==> config.mk <==
export PLATFORM = sky130hd
export DESIGN_NAME = cxl_change_monitor
export DESIGN_NICKNAME = d
export VERILOG_FILES = /design/src/rtl/cxl_change_monitor_pkg.sv /design/src/rtl/cxl_change_monitor_rr_arbiter.sv /design/src/rtl/cxl_change_monitor.sv
export SDC_FILE = /design/constraint.sdc
export NUM_CORES = 1
export LEC_CHECK = 0
export BUFFER_PORTS_ARGS = -buffer_cell sky130_fd_sc_hd__buf_2
export CAP_MARGIN = 20
export CORE_MARGIN = 2
export CORE_UTILIZATION = 35
export CTS_CLUSTER_SIZE = 10
export DETAILED_ROUTE_END_ITERATION = 8
export PLACE_DENSITY = 0.63
export SYNTH_ARGS = -nofsm -noshare
export SYNTH_HDL_FRONTEND = slang
export SYNTH_SLANG_ARGS = --single-unit
==> constraint.sdc <==
create_clock -name clk -period 4.8 [get_ports clk]
set_input_delay 0.24 -clock clk [delete_from_list [all_inputs] [get_ports clk]]
set_output_delay 0.24 -clock clk [all_outputs]
set_load 0.01 [all_outputs]
==> src/rtl/cxl_change_monitor_pkg.sv <==
// Shared widths, payload type and index helper for the cancel-change monitor.
package cxl_pkg;

    localparam int unsigned CXL_ID_W   = 5;
    localparam int unsigned CXL_AMT_W  = 32;
    localparam int unsigned CXL_NUM_CH = 4;

    // Index width that stays at least one bit for a single-channel build.
    function automatic int unsigned cxl_idx_w(input int unsigned n);
        return (n > 1) ? $clog2(n) : 1;
    endfunction

    typedef struct packed {
        logic [CXL_ID_W-1:0]  id;
        logic [CXL_AMT_W-1:0] amount;
    } cxl_cancel_t;

    typedef logic [cxl_idx_w(CXL_NUM_CH)-1:0] ch_idx_t;

endpackage

==> src/rtl/cxl_change_monitor_rr_arbiter.sv <==
// Round-robin arbiter: search starts one past the last granted index.
module rr_arbiter
    import cxl_pkg::*;
#(
    parameter  int unsigned N     = 4,
    localparam int unsigned IDX_W = cxl_idx_w(N)
) (
    input  logic             clk_i,
    input  logic             rst_i,
    input  logic [N-1:0]     req_i,
    input  logic             advance_i,
    output logic [N-1:0]     grant_o,
    output logic [IDX_W-1:0] grant_idx_o,
    output logic             grant_valid_o
);

    logic [IDX_W-1:0] ptr_q;
    logic [IDX_W-1:0] ptr_d;
    logic [IDX_W-1:0] cand;
    int unsigned      idx;

    always_comb begin
        grant_o       = '0;
        grant_idx_o   = '0;
        grant_valid_o = 1'b0;
        idx           = 0;
        cand          = '0;
        for (int unsigned off = 1; off <= N; off++) begin
            idx  = (32'(ptr_q) + off) % N;
            cand = IDX_W'(idx);
            if (!grant_valid_o && req_i[cand]) begin
                grant_valid_o = 1'b1;
                grant_idx_o   = cand;
            end
        end
        if (grant_valid_o) begin
            grant_o[grant_idx_o] = 1'b1;
        end
    end

    always_comb begin
        ptr_d = ptr_q;
        if (advance_i && grant_valid_o) begin
            ptr_d = grant_idx_o;
        end
    end

    always_ff @(posedge clk_i) begin
        if (rst_i) begin
            ptr_q <= IDX_W'(N - 1);
        end else begin
            ptr_q <= ptr_d;
        end
    end

endmodule

==> src/rtl/cxl_change_monitor.sv <==
// Per-channel change detection with latest-wins pending slots, merged
// round-robin into one registered valid/ready cancel stream.
module cxl_change_monitor
    import cxl_pkg::*;
#(
    parameter  int unsigned NUM_CH          = CXL_NUM_CH,
    parameter  int unsigned ID_W            = CXL_ID_W,
    parameter  int unsigned AMT_W           = CXL_AMT_W,
    parameter  int unsigned FIRST_IS_CHANGE = 1,
    parameter  int unsigned CNT_W           = 16,
    localparam int unsigned CH_W            = cxl_idx_w(NUM_CH)
) (
    input  logic                    clk,
    input  logic                    rst,
    input  logic [NUM_CH-1:0]       in_valid,
    input  logic [NUM_CH*ID_W-1:0]  in_client_id,
    input  logic [NUM_CH*AMT_W-1:0] in_amount,
    output logic [NUM_CH-1:0]       ack,
    output logic                    out_valid,
    input  logic                    out_ready,
    output logic [CH_W-1:0]         out_ch,
    output logic [ID_W-1:0]         out_client_id,
    output logic [AMT_W-1:0]        out_amount,
    output logic [CNT_W-1:0]        coalesce_cnt
);

    typedef struct packed {
        logic [ID_W-1:0]  id;
        logic [AMT_W-1:0] amount;
    } sample_t;

    localparam logic FIC = (FIRST_IS_CHANGE != 0);

    logic [NUM_CH-1:0] change;
    logic [NUM_CH-1:0] pending;
    logic [NUM_CH-1:0] drain;
    logic [NUM_CH-1:0] coal;
    sample_t           slot_arr [NUM_CH];

    logic [NUM_CH-1:0] grant;
    logic [CH_W-1:0]   grant_idx;
    logic              grant_valid;
    logic              load;

    logic [NUM_CH-1:0] ack_q;
    logic              out_valid_q;
    logic [CH_W-1:0]   out_ch_q;
    sample_t           out_q;
    logic [CNT_W-1:0]  cnt_q;
    logic [CNT_W-1:0]  cnt_d;
    logic [CNT_W:0]    cnt_sum;

    assign load  = ~out_valid_q | out_ready;
    assign drain = grant & {NUM_CH{load}};

    for (genvar k = 0; k < NUM_CH; k++) begin : g_ch
        sample_t smp;
        sample_t base_q;
        sample_t slot_q;
        logic    seen_q;
        logic    pend_q;
        logic    pend_d;

        assign smp.id     = in_client_id[k*ID_W +: ID_W];
        assign smp.amount = in_amount[k*AMT_W +: AMT_W];
        assign change[k]  = in_valid[k] & (seen_q ? (smp != base_q) : FIC);
        // A change landing on the drain cycle refills the slot rather than coalescing.
        assign coal[k]    = change[k] & pend_q & ~drain[k];
        assign pend_d     = change[k] | (pend_q & ~drain[k]);
        assign pending[k] = pend_q;
        assign slot_arr[k] = slot_q;

        always_ff @(posedge clk) begin
            if (rst) begin
                base_q <= '0;
                slot_q <= '0;
                seen_q <= 1'b0;
                pend_q <= 1'b0;
            end else begin
                if (in_valid[k]) begin
                    base_q <= smp;
                    seen_q <= 1'b1;
                end
                if (change[k]) begin
                    slot_q <= smp;
                end
                pend_q <= pend_d;
            end
        end
    end

    rr_arbiter #(
        .N (NUM_CH)
    ) u_arb (
        .clk_i         (clk),
        .rst_i         (rst),
        .req_i         (pending),
        .advance_i     (load),
        .grant_o       (grant),
        .grant_idx_o   (grant_idx),
        .grant_valid_o (grant_valid)
    );

    always_comb begin
        cnt_sum = (CNT_W+1)'(cnt_q) + (CNT_W+1)'($countones(coal));
        cnt_d   = cnt_sum[CNT_W] ? '1 : cnt_sum[CNT_W-1:0];
    end

    always_ff @(posedge clk) begin
        if (rst) begin
            ack_q       <= '0;
            out_valid_q <= 1'b0;
            out_ch_q    <= '0;
            out_q       <= '0;
            cnt_q       <= '0;
        end else begin
            ack_q <= change;
            cnt_q <= cnt_d;
            if (load) begin
                out_valid_q <= grant_valid;
                if (grant_valid) begin
                    out_ch_q <= grant_idx;
                    out_q    <= slot_arr[grant_idx];
                end
            end
        end
    end

    assign ack           = ack_q;
    assign out_valid     = out_valid_q;
    assign out_ch        = out_ch_q;
    assign out_client_id = out_q.id;
    assign out_amount    = out_q.amount;
    assign coalesce_cnt  = cnt_q;

endmodule

Word level (Yosys, flattened, before mapping)
Index checks and enable logic that the tools add are counted.
Storage, ports and cells
  register bits: 366
  input port bits: 155
  output and inout bits: 60
  word-level logic and storage cells: 114
Operators by class
  add/sub/neg operators: 8
  magnitude comparators: 7
  equal/unequal tests: 4
  multiplexer cells: 27
  bitwise gates (word level): 28
  reductions and logical operators: 9
Operators with widths (number)
  != test 37 bit: 4
  binary-select mux 37 bit (select 2 bit): 1
  2-to-1 mux 37 bit: 2
  adder 16 x 3 -> 17 bit: 1
  AND 1 bit: 16
  2-to-1 mux 16 bit: 1
  less-than comparator 2 x 3 -> 1 bit, second input constant: 5
  2-to-1 mux 1 bit: 13
  binary-select mux 1 bit (select 2 bit): 4
  2-to-1 mux 2 bit: 4
  logical AND 1 bit: 5
  inverter 1 bit: 5
  bitwise OR 1 bit: 5
  adder 1 x 1 -> 2 bit: 2
  adder 2 x 1 -> 2 bit, second input constant: 2
  adder 2 bit, second input constant: 2
  AND 4 bit: 1
  2-to-1 mux 4 bit: 1
  adder 2 x 2 -> 3 bit: 1
  greater-or-equal comparator 3 bit, second input constant: 1
  logical NOT 1 bit: 3
  inverter 2 -> 3 bit: 1
  demux 1 bit (select 2 bit): 1
  greater-or-equal comparator 2 x 1 -> 1 bit, second input constant: 1
  AND reduction 2 bit: 1

Longest topological paths before layout
Gate-level depths: netlist of the first run.
  depth in word-level cells: 25
  depth in mapped cells: 16
  gate-level depth less buffers: 14

Cells and area by module
From an unflattened synthesis of the first run, not the netlist that was laid out.
Second synthesis, totals
  cell total of the unflattened synthesis: 2523
  area total of the unflattened synthesis: 19934.1 um^2
Modules (own cells, without submodules)
  cxl_change_monitor: times used 1, cells an instance 2493, area an instance 19693.9 um^2, seq. area each 7287.0 um^2
  rr_arbiter: times used 1, cells an instance 30, area an instance 240.2 um^2, seq. area each 40.0 um^2

Worst setup path before layout of the first run
Ideal clock, no wire load.
  path kind: reg-to-reg
  start: register g_ch[3].pend_q
  end: register cnt_q[10], in the netlist coalesce_cnt[10]
  setup time: 0.133 ns
  data arrival time: 3.762 ns
  required time: 4.667 ns
  path slack: 0.906 ns
  stages on the path, launching flop included: 17
  buffers on the path: 2
  clock period less this slack: 3.894 ns
  cell sequence: dfxtp_1 nor2b_1 nor2_1 a21oi_1 buf_2 o21ai_0 or2_2 fa_1 inv_1 fa_1 fa_1 nand3_1 nor4_1 and2_1 nand4_1 clkbuf_1 a21oi_1
Between the ends
  word-level cells in the longest chain between the ends: 24
  elaborated cells between the ends (all ways): 43
  classes of those cells: add/sub: 4; order compare: 2; mux: 20; bitwise: 10; reduce/logical: 7
Ends and longest elaborated chain
  from (decl): RTL line cxl_change_monitor.sv:61  | logic pend_q;
  from (signal assigned): RTL line cxl_change_monitor.sv:87  | pend_q <= pend_d;
  binary-select mux 1 bit (select 2 bit): RTL line cxl_change_monitor_rr_arbiter.sv:31  | if (!grant_valid_o && req_i[cand]) begin
  2-to-1 mux 1 bit (not written as such): RTL line cxl_change_monitor_rr_arbiter.sv:31
  2-to-1 mux 1 bit: RTL line cxl_change_monitor_rr_arbiter.sv:31
  logical NOT 1 bit: RTL line cxl_change_monitor_rr_arbiter.sv:31
  logical AND 1 bit: RTL line cxl_change_monitor_rr_arbiter.sv:31
  2-to-1 mux 1 bit: RTL line cxl_change_monitor_rr_arbiter.sv:31
  logical NOT 1 bit: RTL line cxl_change_monitor_rr_arbiter.sv:31
  logical AND 1 bit: RTL line cxl_change_monitor_rr_arbiter.sv:31
  [... 8 more ...]
  2-to-1 mux 4 bit: RTL line cxl_change_monitor_rr_arbiter.sv:36  | if (grant_valid_o) begin
  AND 4 bit: RTL line cxl_change_monitor.sv:54  | assign drain = grant & {NUM_CH{load}};
  inverter 1 bit: RTL line cxl_change_monitor.sv:68  | assign coal[k] = change[k] & pend_q & ~drain[k];
  AND 1 bit: RTL line cxl_change_monitor.sv:68
  adder 1 x 1 -> 2 bit (not written as such): RTL line cxl_change_monitor.sv:105  | cnt_sum = (CNT_W+1)'(cnt_q) + (CNT_W+1)'($countones(coal));
  adder 2 x 2 -> 3 bit (not written as such) *: RTL line cxl_change_monitor.sv:105
  adder 16 x 3 -> 17 bit *: RTL line cxl_change_monitor.sv:105
  2-to-1 mux 16 bit *: RTL line cxl_change_monitor.sv:106  | cnt_d = cnt_sum[CNT_W] ? '1 : cnt_sum[CNT_W-1:0];
  to (signal assigned): RTL line cxl_change_monitor.sv:118  | cnt_q <= cnt_d;
  to (decl): RTL line cxl_change_monitor.sv:49  | logic [CNT_W-1:0] cnt_q;
Every way passes the cells marked *; elsewhere a longest branch is shown, timed or not. The select of a mux whose other input is x is not followed.
A chain may end at the register's enable or synchronous reset.

Worst setup path after layout of the first run
  start: input in_amount[26]
  end: register cnt_q[11], in the netlist coalesce_cnt[11]
Between the ends
  word-level cells in the longest chain between the ends: 9
Ends and longest elaborated chain
  from (decl): RTL line cxl_change_monitor.sv:17  | input logic [NUM_CH*AMT_W-1:0] in_amount,
  != test 37 bit: RTL line cxl_change_monitor.sv:66  | assign change[k] = in_valid[k] & (seen_q ? (smp != base_q) : FIC);
  2-to-1 mux 1 bit: RTL line cxl_change_monitor.sv:66
  AND 1 bit: RTL line cxl_change_monitor.sv:66
  AND 1 bit (2 in a row): RTL line cxl_change_monitor.sv:68
  adder 1 x 1 -> 2 bit (not written as such): RTL line cxl_change_monitor.sv:105
  adder 2 x 2 -> 3 bit (not written as such): RTL line cxl_change_monitor.sv:105
  adder 16 x 3 -> 17 bit: RTL line cxl_change_monitor.sv:105
  2-to-1 mux 16 bit: RTL line cxl_change_monitor.sv:106
No other way between the ends.

==> results.cfg, run 1 <==
[critical_path]
timing.critical_path.arrival_ns = 4.96
criticalPathCategory = in2reg
worst-path-max-fanout = 8
critPathCaptureType = flip-flop
crit_start_category = input pin
timing.critical_path.buf_inv = 5
worst_path_dominant_cell_family = simple AND/OR/NAND/NOR gates
cell_by_cell_trace_of_the_critical_path = dlygate4sd3_1 > buf_2 > xor2_1 > nor4_1 > nand4_1 > o31ai_1 > buf_4 > or2_2 > fa_1 > inv_1 > fa_1 > fa_1 > nand3_1 > nor4_1 > and2_1 > nand4_1 > buf_4 > a21oi_1
cpMostUsedCell = fa_1
launch_point_of_the_worst_path = in_amount[26]
critical_path.reg2reg.startpoint = g_ch[0].base_q[26]
cp_data_required_time_ns = 5.32
critical-path-slowest-cell = dlygate4sd3_1
critical_path.max_stage_delay_ns = 0.54

[power]
clockPowerShare_pct = 39.0
seq_power_share_pct = 42.5
pwr-share-comb_pct = 18.5
ir_worst_vdd_mv = 0.237
power.share.switching_pct = 30.3
power.internal_mw = 5.71
power_leakage_nw = 9.50
switchingPower_mw = 2.48
power-per-cell-area_nw_per_um2 = 336

[synthesis]
async_flop_share_pct = 0
synthCells = 2749
synth_seq_area_share_pct = 36.1
netlist-cell-type-count = 51
yosysTopAreaCellShare_pct = 36.1
postSynthRegisterBits = 366
synth_area_um2 = 20300
ys.flop_type = dfxtp_1
synthesis.yosys.warnings = 0
mappedNetlistNets = 2908
synth_edf_count = 0
syn_avg_cell_area_um2 = 7.39
synth_largest_area_cell = dfxtp_1
netlist_top_cells_area = dfxtp_1 36%, a21oi_1 7.7%, xor2_1 5.4%

[floorplanning]
floorplan_core_area_um2 = 57600
top_level_ports = 215
total_die_area_um2 = 60000
num_rows = 88
die_height_um = 245
die_x_um = 245
initial_utilization_pct = 35.3

[global_route]
grt_pass1_vias = 18300
grt_pass1_wl_um = 105000
global_route.overflow_total = 0
track_usage_pct = 21.8
grt_start_max_net_pins = 184
antenna_found_initial = 1

[cts]
cts_htree_levels = 2
clock-root-buffer = clkbuf_16
cts_setup_buffers = 0
tritoncts.num_buffers = 45
cts_tree = built
clk_pin_slew_worst_paths_ns = 0.06
clock-sinks = 366
worst_skew_pair_latency_ns = 0.60
max-clock-path-buffers = 3

[layout]
postLayoutCoreUtil_pct = 42.4
postLayoutCellArea_um2 = 24400
drive_above_1_share_pct = 11.3
layout_common_cells = 366 x dfxtp_1, 311 x a21oi_1, 246 x nor2_1, 213 x buf_2, 195 x nand2_1
antenna_cells = 0
syn2layout_area_growth_pct = 20.1
register_area_um2 = 7330
final_common_cell = dfxtp_1
final.fill_count = 5813
nets = 3096
multi_input_area_um2 = 11600

[sta]
rsz0062_at_grt = no
summed_negative_setup_slack_over_all_endpoints_ns = 0
max_freq_ghz = 0.225
final.period_utilization_pct = 92.4
worst_clock_skew_ns = 0.0231
final_hold_viol_count = 0
final-max-slew-violation-count = 0
layout_setup_ws_ns = 0.362
max_slew.worst_pin.slew_ns = 1.04
period_minus_slack_ns = 4.44
slew-limit-headroom_pct = 30.9
timing.final.setup_violations = 0
holdWs_ns = 0.0387

[place]
gp_congestion = 0.838
place_hpwl_um = 44200
post_dp_cell_area_um2 = 21600
detailedPlace.worstSlack_ns = 0.372
io_buffers = 214

[worst_hold_path]
holdCritStartpoint = in_amount[66]
min-delay-path-class = in2reg

[routing]
route.final.wire_length_um = 68400
routed_wire_length_per_instance_um = 18.4
detail_route.first_pass.iterations = 6
drc = 0
drt_iter0_drc = 2438
via_per_inst = 5.44
vias = 20300
detail-route-antenna-nets = 0

[job]
max-cap-violations = 0

[run_status]
run_status = completed
worst paths after layout:
path / slack (ns) / end / cells after the start
setup / recovery: 0.36 / coalesce_cnt[11] / 18
hold / removal: 0.04 / g_ch[2].base_q[2] / 3
setup reg to reg: 0.38 / coalesce_cnt[11] / 16
hold reg to reg: 0.45 / out_amount[3] / 2
worst register-to-register path: cells and delay by family (launching register included):
family,cells,cell delay [ns]
adder cells (fa/ha/maj),3,0.91
buffers and inverters,3,0.58
XOR/XNOR,1,0.14
AO/OA/AOI/OAI,2,0.53
AND/OR/NAND/NOR,7,1.88
flip-flops,1,0.31
registers in the layout, indices dropped and copies added, names as in the netlist:
signal,cells
ack,4
coalesce_cnt,16
g_ch.base_q,148
g_ch.pend_q,4
g_ch.seen_q,4
g_ch.slot_q,148
out_amount,32
out_ch,2
out_client_id,5
out_valid,1
u_arb.ptr_q,2
synthesized netlist by cell type (all sizes together), types with 2 or more instances:
master / instances
dfxtp: 366
a21oi: 320
nor2: 247
nand2: 195
clkbuf: 173
nand4: 162
nand3: 158
nand2b: 154
o21ai: 154
xor2: 126
buf: 86
inv: 86
nor2b: 81
nor3: 77
nor3b: 75
a211oi: 74
a31oi: 74
o31ai: 43
nor4: 34
xnor2: 25
and4: 7
and3: 6
a21o: 4
fa: 3
and2: 2
o22ai: 2
or2: 2
or4: 2
layout make-up:
class | instances | area share [%]
Multi-Input combinational cell | 2038 | 47.6
Tap cell | 765 | 3.92
Clock inverter | 6 | 0.354
Timing Repair Buffer | 400 | 11.8
Inverter | 86 | 1.32
Clock buffer | 61 | 5.03
Sequential cell | 366 | 30.0
routing by layer:
metal	vias to the layer above	routed length [µm]	global-route usage, %	part of all wire, %
li1	10000	-	-	-
met1	9448	30500	30.7	45
met2	705	30400	33.3	44
met3	105	4960	3.20	7.2
met4	0	2580	8.82	3.8
met5	-	0	0	0
power groups by stage:
| stage | Combinational [mW] | Sequential, mW | Clock (mW) |
|---|---|---|---|
| 2_1_floorplan | 0.908 | 3.50 | 0 |
| 3_3_place_gp | 1.40 | 3.53 | 0 |
| 3_5_place_dp | 1.41 | 3.54 | 0 |
| 4_1_cts | 1.51 | 3.48 | 3.26 |
| 5_1_grt | 1.66 | 3.50 | 3.37 |
| 6_report | 1.52 | 3.48 | 3.20 |
stage by stage:
stage                     cells  total power, mW
after CTS                  3722             8.24
after detailed placement   3509             4.95
after global placement     3509             4.93
final                      3722             8.19
after global routing       3722             8.53
after floorplan            2749             4.41
logic make-up (layout without fill, tap and decap cells):
| kind of cell | count (synthesis) | after routing | share of synthesized area [%] |
|---|---|---|---|
| and+or+nand+nor | 1204 | 1204 | 31.1 |
| AOI/OAI and AO/OA | 679 | 679 | 19.0 |
| DFF | 366 | 366 | 36.1 |
| buffers and inverters | 345 | 553 | 7.01 |
| xor gates and xnor gates | 151 | 151 | 6.51 |
| adders and majority gates | 4 | 4 | 0.357 |
what timing repair did:
action                    4_1_cts  5_1_grt
hold buffers                  146        0
hold endpoints to repair      147        0
resized for setup               0        0
No activity file was read; power rests on OpenSTA's default activity.
==> run 2, diff against run 1 <==
- CORE_UTILIZATION: 35 -> 25
- PLACE_DENSITY: 0.63 -> 0.52
==> run 2 against run 1 <==
Effect of this change:
- first-iteration DRC count down 26%
- die area is 39% higher
- clock skew rose by 0.0034 ns
- fmax is 2.7% higher
- largest power group unchanged
==> results.cfg, run 2 (synthesis gave the netlist of run 1 again) <==
[floorplanning]
initial_utilization_pct = 25.2
num_rows = 104
top_level_ports = 215
die_x_um = 289
die_height_um = 289
floorplan_core_area_um2 = 80500
total_die_area_um2 = 83600

[critical_path]
criticalPathCategory = in2reg
timing.critical_path.arrival_ns = 4.82
critical_path.max_stage_delay_ns = 0.53
cp_data_required_time_ns = 5.30
cpMostUsedCell = fa_1
critical-path-slowest-cell = or4_4
worst-path-max-fanout = 7
cell_by_cell_trace_of_the_critical_path = dlygate4sd3_1 > buf_2 > xnor2_1 > nand4_1 > or4_4 > o31ai_1 > or2_1 > fa_1 > inv_1 > fa_1 > fa_1 > nand3_1 > nor4_1 > and2_1 > nand4_1 > buf_4 > a21oi_1
crit_start_category = input pin
critPathCaptureType = flip-flop
timing.critical_path.buf_inv = 4
worst_path_dominant_cell_family = simple AND/OR/NAND/NOR gates

[place]
place_hpwl_um = 49100
post_dp_cell_area_um2 = 22000
gp_congestion = 0.823
detailedPlace.worstSlack_ns = 0.387
io_buffers = 214
place.detailed.instances = 3805

[sta]
worst_clock_skew_ns = 0.0265
layout_setup_ws_ns = 0.479
max_freq_ghz = 0.231
rsz0062_at_grt = no
timing.final.setup_violations = 0
slew-limit-headroom_pct = 28.5
final-max-slew-violation-count = 0
max_slew.worst_pin.slew_ns = 1.07
final.period_utilization_pct = 90.0
summed_negative_setup_slack_over_all_endpoints_ns = 0
period_minus_slack_ns = 4.32
final_hold_viol_count = 0

[routing]
drt_iter0_drc = 1795
route.final.wire_length_um = 74400
detail_route.first_pass.iterations = 5
met1Wirelength_um = 34700
routed_wire_length_per_instance_um = 18.6
wl_met3_um = 4320
via_per_inst = 5.01
routed.top_layer = met4
detail-route-antenna-nets = 0
vias = 20100
drc = 0
wl_met2_um = 33600

[cts]
cts_tree = built
worst_skew_pair_latency_ns = 0.60
clk_pin_slew_worst_paths_ns = 0.06
post_cts.resized_instances = 0
clock-root-buffer = clkbuf_16
cts_htree_levels = 2
tritoncts.num_buffers = 45
max-clock-path-buffers = 3
clock-sinks = 366

[power]
power_leakage_nw = 9.49
power-per-cell-area_nw_per_um2 = 337
ir_worst_vdd_mv = 0.257

[global_route]
track_usage_pct = 17.1
antenna_found_initial = 0
global_route.overflow_total = 0
grt_pass1_wl_um = 112000
grt_pass1_vias = 18600
grt_start_max_net_pins = 197

[layout]
layout_common_cells = 366 x dfxtp_1, 311 x a21oi_1, 246 x nor2_1, 213 x buf_2, 195 x nand2_1
antenna_cells = 0
register_area_um2 = 7330
postLayoutCellArea_um2 = 24700
drive_above_1_share_pct = 11.7
final-instance-count-excl-fill = 4008
final.fill_count = 8615
syn2layout_area_growth_pct = 21.7
multi_input_area_um2 = 11600
nets = 3085
final_common_cell = dfxtp_1

[worst_hold_path]
min-delay-path-class = in2reg

[run_status]
run_status = completed

[job]
max-cap-violations = 0
-- run 2: report_power, final --
group          leakage, nW  internal [mW]  switching (mW)  total, mW
registers             3.03           3.30           0.182       3.48
logic                 5.78          0.581           0.965       1.55
clock network        0.677           1.91            1.40       3.30
-- run 2: what timing repair did --
action,in CTS,in global routing
hold buffers,134,0
buffers inserted,0,0
endpoints found under the hold margin,134,0
-- run 2: final timing paths --
check,slack [ns],endpoint,depth (start not counted),startpoint
worst max-delay path,0.48,coalesce_cnt[2],17,in_amount[74]
worst min-delay path,0.002,g_ch[3].base_q[3],3,in_amount[99]
worst min register to register,0.45,out_amount[30],2,out_amount[30]
worst max register to register,0.50,coalesce_cnt[2],15,g_ch[2].base_q[10]
-- run 2: final cells by class --
class / count / share of cell area (%)
clock inverter: 3 / 0.167
inverter: 86 / 1.31
clock buffer: 66 / 5.40
timing repair buffer: 389 / 11.1
sequential: 366 / 29.6
tap: 1060 / 5.36
multi-input combinational: 2038 / 47.0
-- run 2: per-stage QoR --
stage	total power, mW	hold slack, ns	util [%]
floorplan	4.41	0.399	-
global placement	4.99	0.428	27.3
detailed placement	5.00	0.437	27.3
CTS	8.41	0.000341	30.7
global route	8.70	0.00440	30.7
finish	8.33	0.00232	30.7
-- run 2: worst min-delay path, delay by kind of cell --
family	cells	cell delay (ns)
AOI/OAI and AO/OA	1	0.06
buffers and inverters	1	0.13
and+or+nand+nor	1	0.10
-- run 2: metal layers --
| metal | track usage, % | vias to the layer above |
|---|---|---|
| met1 | 24.4 | 9526 |
| met4 | 4.51 | 0 |
| met3 | 2.79 | 86 |
| met2 | 26.4 | 499 |
| met5 | 0 | - |
| li1 | - | 9981 |
==> run 3, diff against run 2 <==
- CTS_CLUSTER_SIZE: 10 -> 12
- MAX_ROUTING_LAYER: unset -> met4
==> run 3 against run 2 <==
Effect of this change:
- cell count is 0.60% higher
- largest cell class unchanged
- hold slack better by 0.031 ns
- via count is 0.32% higher
- critical endpoint unchanged
- register-to-register slack hardly changed
- die area stayed put
- critical path depth is 2 lower
- sequential power hardly changed
==> results.cfg, run 3 (synthesis gave the netlist of run 1 again) <==
[critical_path]
cp_data_required_time_ns = 5.31
rr_worst_depth = 15
crit_start_category = flip-flop
worst-path-max-fanout = 7
timing.critical_path.arrival_ns = 4.80
critical_path.reg2reg.startpoint = g_ch[2].base_q[10]
r2r_end = coalesce_cnt[2]
criticalPathCategory = reg2reg
regToRegSetupSlack_ns = 0.51
critPathCaptureType = flip-flop

[layout]
final_common_cell = dfxtp_1
drive_above_1_share_pct = 11.9
final-instance-count-excl-fill = 4032
nets = 3098
antenna_cells = 0
final.fill_count = 8606
syn2layout_area_growth_pct = 22.8
postLayoutCellArea_um2 = 25000
layout_common_cells = 366 x dfxtp_1, 311 x a21oi_1, 246 x nor2_1, 213 x buf_2, 195 x nand2_1

[power]
switchingPower_mw = 2.64
seq_power_share_pct = 40.8
ir_worst_vdd_mv = 0.226
power-per-cell-area_nw_per_um2 = 342
power_leakage_nw = 9.60
power_mw = 8.53
power.share.switching_pct = 31.0
power.internal_mw = 5.89
clockPowerShare_pct = 41.0
pwr-share-comb_pct = 18.2

[cts]
max-clock-path-buffers = 3
tritoncts.num_buffers = 46
cts_setup_buffers = 0
cts_tree = built
cts-hold-fix-buffers = 146
worst_skew_pair_latency_ns = 0.61
post_cts.resized_instances = 0
clock-sinks = 366
cts_htree_levels = 2
clock-root-buffer = clkbuf_16
clk_pin_slew_worst_paths_ns = 0.06

[sta]
period_minus_slack_ns = 4.29
final-max-slew-violation-count = 0
rsz0062_at_grt = no
final.period_utilization_pct = 89.3
max_slew.worst_pin.slew_ns = 1.08
summed_negative_setup_slack_over_all_endpoints_ns = 0
max_freq_ghz = 0.233
worst_clock_skew_ns = 0.0296
layout_setup_ws_ns = 0.513
final_hold_viol_count = 0
timing.final.setup_violations = 0
slew-limit-headroom_pct = 28.2

[worst_hold_path]
timing.hold.worst_endpoint = g_ch[0].base_q[32]
min-delay-path-class = in2reg
holdPathStages = 3
holdCritStartpoint = in_client_id[0]

[global_route]
grt_start_max_net_pins = 197
track_usage_pct = 17.7
grt_pass1_vias = 18800
global_route.overflow_total = 0
grt_pass1_wl_um = 113000
antenna_found_initial = 0

[floorplanning]
die_height_um = 289
initial_utilization_pct = 25.2
num_rows = 104
floorplan_core_area_um2 = 80500
total_die_area_um2 = 83600
die_x_um = 289
top_level_ports = 215

[run_status]
run_status = completed

[routing]
via_per_inst = 5.00
detail-route-antenna-nets = 0
detail_route.first_pass.iterations = 6
vias = 20200
drt_iter0_drc = 1835
drc = 0
route.final.wire_length_um = 74900
routed_wire_length_per_instance_um = 18.6

[place]
gp_congestion = 0.835
place_hpwl_um = 49100
detailedPlace.worstSlack_ns = 0.387
post_dp_cell_area_um2 = 22000
place.detailed.instances = 3805
io_buffers = 214

[job]
max-cap-violations = 0
-- run 3: changes by cell type in the layout (fill, tap and decap cells not counted), sizes merged --
| cell | before | now |
|---|---|---|
| clkinvlp | 0 | 2 |
| bufinv | 0 | 1 |
| dlygate4sd3 | 134 | 146 |
| clkinv | 2 | 6 |
| inv | 87 | 90 |
| clkbuf | 66 | 68 |
-- run 3: how the worst max path moves through the flow --
| stage | from | to | slack (ns) | cells after the start |
|---|---|---|---|---|
| final | g_ch[2].base_q[10] | coalesce_cnt[2] | 0.51 | 15 |
| after global routing | g_ch[2].base_q[10] | coalesce_cnt[11] | 0.16 | 15 |
| after CTS | g_ch[2].base_q[6] | coalesce_cnt[2] | 0.43 | 15 |
| after detailed placement | in_amount[70] | coalesce_cnt[2] | 0.39 | 16 |
| after global placement | in_amount[70] | coalesce_cnt[0] | 0.44 | 16 |
| after floorplan | g_ch[3].pend_q | coalesce_cnt[10] | 0.91 | 16 |
-- run 3: cell type report --
| type | instances | area (µm²) | share of cell area [%] |
|---|---|---|---|
| repair buffers | 401 | 2880 | 11.5 |
| well taps | 1060 | 1330 | 5.31 |
| inverters | 86 | 323 | 1.29 |
| clock inverters | 13 | 144 | 0.577 |
| flip-flops and latches | 366 | 7330 | 29.4 |
| multi-input cells | 2038 | 11600 | 46.6 |
| clock buffers | 68 | 1340 | 5.38 |
-- run 3: metrics by stage --
| stage | utilization, % | hold WS (ns) |
|---|---|---|
| 2_1_floorplan | - | 0.399 |
| 3_3_place_gp | 27.3 | 0.428 |
| 3_5_place_dp | 27.3 | 0.437 |
| 4_1_cts | 31.0 | 0.00958 |
| 5_1_grt | 31.0 | 0.0467 |
| 6_report | 31.0 | 0.0335 |
-- run 3: power by group through the flow --
| stage | combinational [mW] | clock, mW | sequential, mW |
|---|---|---|---|
| 6_report | 1.56 | 3.49 | 3.48 |
| 3_3_place_gp | 1.46 | 0 | 3.54 |
| 3_5_place_dp | 1.46 | 0 | 3.54 |
| 4_1_cts | 1.56 | 3.58 | 3.48 |
| 5_1_grt | 1.71 | 3.69 | 3.51 |
| 2_1_floorplan | 0.908 | 0 | 3.50 |
-- run 3: critical path: stages (launching register included) --
cell and delay (ns):
dfxtp_1 0.32, xnor2_1 0.29, nand4_1 0.23, or4_4 0.54, o31ai_1 0.44, or2_1 0.18
fa_1 0.43, inv_1 0.10, fa_1 0.21, fa_1 0.25, nand3_1 0.09, nor4_1 0.40
and2_1 0.26, nand4_1 0.13, buf_4 0.19, a21oi_1 0.13
-- run 3: metal layers --
metal	part of all wire [%]	wire, µm	track usage, %
met1	47	35100	24.4
met4	2.5	1910	5.06
met5	0	0	-
met2	45	33700	26.6
met3	5.6	4180	2.73
